File: src/rtl/buffer_read_scheduler_pkg.sv
// Shared encodings and helpers for the buffer read scheduler.
// Only PU_ID_W sizing and the buffered-read type test depend on this package.
package buffer_read_scheduler_pkg;

   localparam int D_TYPE_RAW  = 0;
   localparam int D_TYPE_BUF  = 1;
   localparam int D_TYPE_WGT  = 2;
   localparam int D_TYPE_BIAS = 3;

   // Ceiling log2; returns 0 for values of 0 or 1.
   function automatic int c_log_2(input int value);
      int r;
      r = 0;
      for (int i = 0; i < 31; i++) begin
         if ((1 << i) < value) r = i + 1;
      end
      return r;
   endfunction

endpackage

File: src/rtl/buffer_read_scheduler_rr_arbiter.sv
// Combinational round-robin pick: first set request at or above ptr, wrapping.
// ptr is assumed to be below NUM_PU.
module buffer_read_scheduler_rr_arbiter #(
   parameter int NUM_PU = 4,
   parameter int IDX_W  = 3
) (
   input  logic [NUM_PU-1:0] req,
   input  logic [IDX_W-1:0]  ptr,
   output logic [NUM_PU-1:0] grant,
   output logic [IDX_W-1:0]  grant_idx,
   output logic              valid
);

   always_comb begin
      grant     = '0;
      grant_idx = '0;
      valid     = 1'b0;
      for (int k = 0; k < NUM_PU; k++) begin
         if (!valid && req[(int'(ptr) + k) % NUM_PU]) begin
            valid                              = 1'b1;
            grant[(int'(ptr) + k) % NUM_PU]    = 1'b1;
            grant_idx                          = IDX_W'((int'(ptr) + k) % NUM_PU);
         end
      end
   end

endmodule

File: src/rtl/buffer_read_scheduler.sv
// Shares the memory-controller read port between NUM_PU requesters, round-robin,
// with credit and FIFO-space gating applied only to buffered (d_type 1) reads.
//
// state | meaning
// IDLE  | arbitrate among eligible requesters, latch the winner's read
// ISSUE | present latched read on rd_req until rd_ready, then grant the winner
module buffer_read_scheduler
   import buffer_read_scheduler_pkg::*;
#(
   parameter int NUM_PU          = 4,
   parameter int RD_SIZE_W       = 20,
   parameter int D_TYPE_W        = 2,
   parameter int PU_ID_W         = c_log_2(NUM_PU) + 1,
   parameter int MAX_OUTSTANDING = 8
) (
   input  logic                          clk,
   input  logic                          reset,
   input  logic [NUM_PU-1:0]             pu_req,
   input  logic [NUM_PU*RD_SIZE_W-1:0]   pu_req_size,
   input  logic [NUM_PU*D_TYPE_W-1:0]    pu_req_d_type,
   output logic [NUM_PU-1:0]             pu_grant,
   output logic                          rd_req,
   input  logic                          rd_ready,
   output logic [RD_SIZE_W-1:0]          rd_req_size,
   output logic [PU_ID_W-1:0]            rd_req_pu_id,
   output logic [D_TYPE_W-1:0]           rd_req_d_type,
   input  logic                          read_info_full,
   input  logic                          rd_done,
   output logic [7:0]                    outstanding,
   output logic                          underflow_err
);

   typedef enum logic {IDLE, ISSUE} state_t;

   localparam logic [7:0]          MAX_OUT_C = 8'(MAX_OUTSTANDING);
   localparam logic [D_TYPE_W-1:0] BUF_C     = D_TYPE_W'(D_TYPE_BUF);
   localparam logic [PU_ID_W-1:0]  LAST_PU   = PU_ID_W'(NUM_PU - 1);

   state_t                state_q, state_d;
   logic [PU_ID_W-1:0]    rr_ptr_q;
   logic [NUM_PU-1:0]     eligible, win_grant;
   logic [PU_ID_W-1:0]    win_idx;
   logic                  win_valid;
   logic [RD_SIZE_W-1:0]  win_size;
   logic [D_TYPE_W-1:0]   win_d_type;
   logic                  credit_ok, load, accept, inc;

   always_comb begin
      credit_ok = !read_info_full && (outstanding < MAX_OUT_C);
      eligible  = '0;
      for (int i = 0; i < NUM_PU; i++) begin
         eligible[i] = pu_req[i] &&
                       (pu_req_d_type[i*D_TYPE_W +: D_TYPE_W] != BUF_C || credit_ok);
      end
   end

   buffer_read_scheduler_rr_arbiter #(
      .NUM_PU (NUM_PU),
      .IDX_W  (PU_ID_W)
   ) u_rr_arbiter (
      .req       (eligible),
      .ptr       (rr_ptr_q),
      .grant     (win_grant),
      .grant_idx (win_idx),
      .valid     (win_valid)
   );

   always_comb begin
      win_size   = '0;
      win_d_type = '0;
      for (int i = 0; i < NUM_PU; i++) begin
         if (win_grant[i]) begin
            win_size   = pu_req_size[i*RD_SIZE_W +: RD_SIZE_W];
            win_d_type = pu_req_d_type[i*D_TYPE_W +: D_TYPE_W];
         end
      end
   end

   // A reset landing while ISSUE is waiting on rd_ready must not leak a grant.
   always_comb begin
      state_d  = state_q;
      load     = 1'b0;
      accept   = 1'b0;
      pu_grant = '0;
      case (state_q)
         IDLE: begin
            if (win_valid) begin
               load    = 1'b1;
               state_d = ISSUE;
            end
         end
         ISSUE: begin
            if (rd_ready && !reset) begin
               accept   = 1'b1;
               pu_grant = NUM_PU'(1) << rd_req_pu_id;
               state_d  = IDLE;
            end
         end
         default: state_d = IDLE;
      endcase
      inc = accept && (rd_req_d_type == BUF_C);
   end

   always_ff @(posedge clk) begin
      if (reset) begin
         state_q       <= IDLE;
         rr_ptr_q      <= '0;
         rd_req        <= 1'b0;
         rd_req_size   <= '0;
         rd_req_pu_id  <= '0;
         rd_req_d_type <= '0;
         outstanding   <= '0;
         underflow_err <= 1'b0;
      end else begin
         state_q <= state_d;
         rd_req  <= (state_d == ISSUE);
         if (load) begin
            rd_req_size   <= win_size;
            rd_req_pu_id  <= win_idx;
            rd_req_d_type <= win_d_type;
         end
         if (accept) begin
            rr_ptr_q <= (rd_req_pu_id == LAST_PU) ? '0 : rd_req_pu_id + PU_ID_W'(1);
         end
         // Accept and completion in the same cycle cancel out.
         if (inc && !rd_done) begin
            outstanding <= outstanding + 8'd1;
         end else if (rd_done && !inc) begin
            if (outstanding == 8'd0) underflow_err <= 1'b1;
            else                     outstanding   <= outstanding - 8'd1;
         end
      end
   end

endmodule

File: config.mk
export PLATFORM = sky130hd
export DESIGN_NAME = buffer_read_scheduler
export DESIGN_NICKNAME = d
export VERILOG_FILES = /design/src/rtl/buffer_read_scheduler_pkg.sv /design/src/rtl/buffer_read_scheduler_rr_arbiter.sv /design/src/rtl/buffer_read_scheduler.sv
export SDC_FILE = /design/constraint.sdc
export NUM_CORES = 1
export LEC_CHECK = 0
export BUFFER_PORTS_ARGS = -buffer_cell sky130_fd_sc_hd__buf_2
export CAP_MARGIN = 20
export CORE_MARGIN = 2
export CORE_UTILIZATION = 45
export DETAILED_ROUTE_END_ITERATION = 12
export PLACE_DENSITY = 0.83
export SLEW_MARGIN = 40
export SYNTH_ARGS = -nofsm -noshare
export SYNTH_HDL_FRONTEND = slang
export SYNTH_SLANG_ARGS = --single-unit
File: constraint.sdc
create_clock -name clk -period 3.2 [get_ports clk]
set_input_delay 0.16 -clock clk [delete_from_list [all_inputs] [get_ports clk]]
set_output_delay 0.16 -clock clk [all_outputs]
set_load 0.05 [all_outputs]
==> results.toml <==
[route]
first_pass_iters = 5
routed_wl_um = 11200
drt.antenna.violating_nets = 0
avgViaCountPerCell = 6.12
wl_per_cell_um = 18.2
drc_errors = 0
drtIter0Drc = 285
vias = 3772

[cells_and_area]
antenna_cells = 0
postLayoutCoreUtil_pct = 61.2
area_growth_pct = 32.3
drive_gt1_share_pct = 45.6
fin_nets = 632
final_area_um2 = 4410
num-fill-cells = 615

[floorplanning]
die_y_um = 90.1
dieWidth_um = 90.1
die_area_um2 = 8120
io_pins = 136
coreArea_um2 = 7210
start_util_pct = 46.2
row_count = 31

[clock_network]
cts_hold_buf = 0
cts_buffers = 5
ctsHtreeMaxLevel = 2
cts_tree = "built"
clk_pin_slew_ns = 0.08
clkLatencyLatePin_ns = 0.30
clock-root-buffer = "clkbuf_8"
clock_sinks = 36
clock_path_buffers = 2

[sta]
fin_crit_ns = 3.12
worst_pin_slew_ns = 0.660
drv_slew = 0
fmax_mhz = 321
tns_ns = 0
report.final.hold_viol_count = 0
finalSetupViolCount = 0
slew_headroom_pct = 55.9
clock-skew-final_ns = 0.00862
fin_crit_sh_pct = 97.4
rsz0062_at_grt = "true"

[placed_design]
dp_hpwl_um = 8480
dpl-instance-area_um2 = 4250
numPortBuffers = 134
place.gp.congestion = 0.898

[power]
p_int_uw = 1680
sw_frac_of_total_pct = 52.7
power_density_nw_per_um2 = 803
ir_drop_mv = 0.428
seqPwrFrac_pct = 20.8
pwr-share-comb_pct = 69.7
p_leak_uw = 0.00195
p_switching_uw = 1870
power_uw = 3540
clockPowerShare_pct = 9.5

[synth]
yosysWarnings = 0
yosysTopAreaCellShare_pct = 21.6
yosysUniqueCellTypes = 59
synthCells = 370
avgSynthCellArea_um2 = 9.02
synth_top_cell_by_area = "dfxtp_1"
async_flop_share_pct = 0
synth_area_um2 = 3340
synth_seq_cells = 36
synth_nets = 486
synth_edf_count = 0
synthTopCellsByArea = "dfxtp_1 (22%), a221oi_2 (9.9%), nor4b_2 (9.0%), ha_1 (6.8%), a311o_1 (6.6%)"
yosysSeqAreaShare_pct = 21.6
ys.flop_type = "dfxtp_1"

[setup_path]
critPathArrivalTime_ns = 3.29
cp-start-kind = "flop"
end_kind = "flop"
path_max_fanout = 7
crit_type = "reg2reg"
critPathRequiredTime_ns = 3.37

[grt]
top_usage_layer = "met2"
antenna_found_initial = 0
grt_usage_pct = 25.8
grtUsageMet2_pct = 46.4
grt_max_degree = 37
grt_util_met3_pct = 5.03
grt_pass1_wl_um = 17600
grt_use_met1_pct = 30.7
grt_pass1_vias = 3674
overflow = 0

[run_status]
status = "finished, final reports clean"

[job]
drv_cap = 0

[min_path]
hold_path.class = "in2reg"
-- power groups by stage --
| stage | sequential [µW] | clock (µW) | combinational [µW] |
|---|---|---|---|
| 2_1_floorplan | 1170 | 0 | 1320 |
| 5_1_grt | 758 | 353 | 2630 |
| 3_5_place_dp | 739 | 0 | 2360 |
| 3_3_place_gp | 735 | 0 | 2290 |
| 6_report | 737 | 335 | 2470 |
| 4_1_cts | 732 | 335 | 2360 |
-- Yosys cell counts, types with 4 or more instances --
master / count
and2_1: 4
a311o_1: 22
clkbuf_1: 20
nand3_1: 6
dfxtp_1: 36
a21o_1: 5
a211oi_1: 6
a221oi_2: 22
inv_1: 12
nor4b_2: 20
nor2_1: 17
buf_2: 7
a22oi_1: 5
a21oi_1: 18
o21bai_1: 22
ha_1: 18
xnor2_1: 4
nand4_1: 6
o21ai_0: 6
nand2b_1: 5
nor3_1: 29
nand2_1: 24
-- registers in the layout (all words and copies together) (netlist names) --
name	flops
rr_ptr_q	2
rd_req_d_type	2
rd_req_pu_id	2
rd_req_size	20
outstanding	8
state_q	1
underflow_err	1
-- placed cells by master (no fill, tap or decap), types with 5 or more instances in the layout --
| cell type | n |
|---|---|
| nand4_1 | 6 |
| a21o_1 | 5 |
| a311o_1 | 22 |
| buf_2 | 134 |
| nand3_1 | 6 |
| a221oi_2 | 22 |
| a211oi_1 | 5 |
| buf_4 | 34 |
| nor4b_2 | 21 |
| o21bai_1 | 22 |
| nor2_1 | 17 |
| o21ai_0 | 6 |
| inv_1 | 12 |
| nand2b_1 | 5 |
| dfxtp_1 | 33 |
| nand2_1 | 24 |
| a21oi_1 | 18 |
| clkbuf_8 | 5 |
| nor3_1 | 29 |
| ha_1 | 18 |
-- per-stage QoR --
stage / setup slack [ns] / hold WS (ns) / cells
global route: -0.0412 / 0.0841 / 616
detailed placement: 0.0571 / 0.394 / 603
global placement: 0.166 / 0.384 / 603
floorplan: 0.0365 / 0.256 / 370
finish: 0.0817 / 0.0721 / 616
CTS: 0.0215 / 0.0749 / 611
-- per-layer routing --
layer | vias up | wire length (µm) | part of all wire (%)
li1 | 1757 | - | -
met4 | 0 | 253 | 2.3
met2 | 158 | 5730 | 51
met1 | 1829 | 4480 | 40
met5 | - | 0 | 0
met3 | 28 | 723 | 6.5
-- path summary, 6_finish.rpt --
path | start | end | slack (ns) | cells after the start
worst min register to register | underflow_err | underflow_err | 0.49 | 2
worst max register to register | outstanding[4] | rd_req_size[3] | 0.08 | 11
worst min-delay path | rd_ready | state_q | 0.07 | 2
worst max-delay path | outstanding[4] | rd_req_size[3] | 0.08 | 11
-- kinds of logic (layout without fill, tap and decap cells) --
group,Yosys count,after routing,share of synthesized area (%)
compound gates,131,131,35.6
xor+xnor,7,7,1.84
fa+ha+maj,19,19,7.35
buf+inv,42,189,5.55
flops,36,36,21.6
mux,4,4,1.58
other cells,1,1,0.112
simple gates,130,130,26.4
-- layout make-up --
cell class              count  area (µm²)  share of cell area (%)
inverters                  12        45.0                    1.02
well taps                  99         124                    2.81
clock buffers               7        76.3                    1.73
flip-flops and latches     36         724                    16.4
repair buffers            169         946                    21.4
multi-input cells         292        2490                    56.4
clock inverters             1        8.76                   0.199
-- critical path, stage by stage (launching register included) --
cell and delay (ns):
dfxtp_1 0.46, nor4_4 0.08, buf_4 0.17, buf_4 0.14
a22oi_2 0.28, nand2_1 0.09, a32o_1 0.33, a2111o_1 0.49
a21o_1 0.31, buf_4 0.23, a221oi_2 0.31, nor4b_2 0.09
-- repair_timing --
action | 4_1_cts | 5_1_grt
hold endpoints to repair | 0 | 0
endpoints found under the setup margin | 0 | 22
buffers inserted | 0 | 5
resized for setup | 0 | 10
Note: power is estimated with default switching activity, not from simulation.
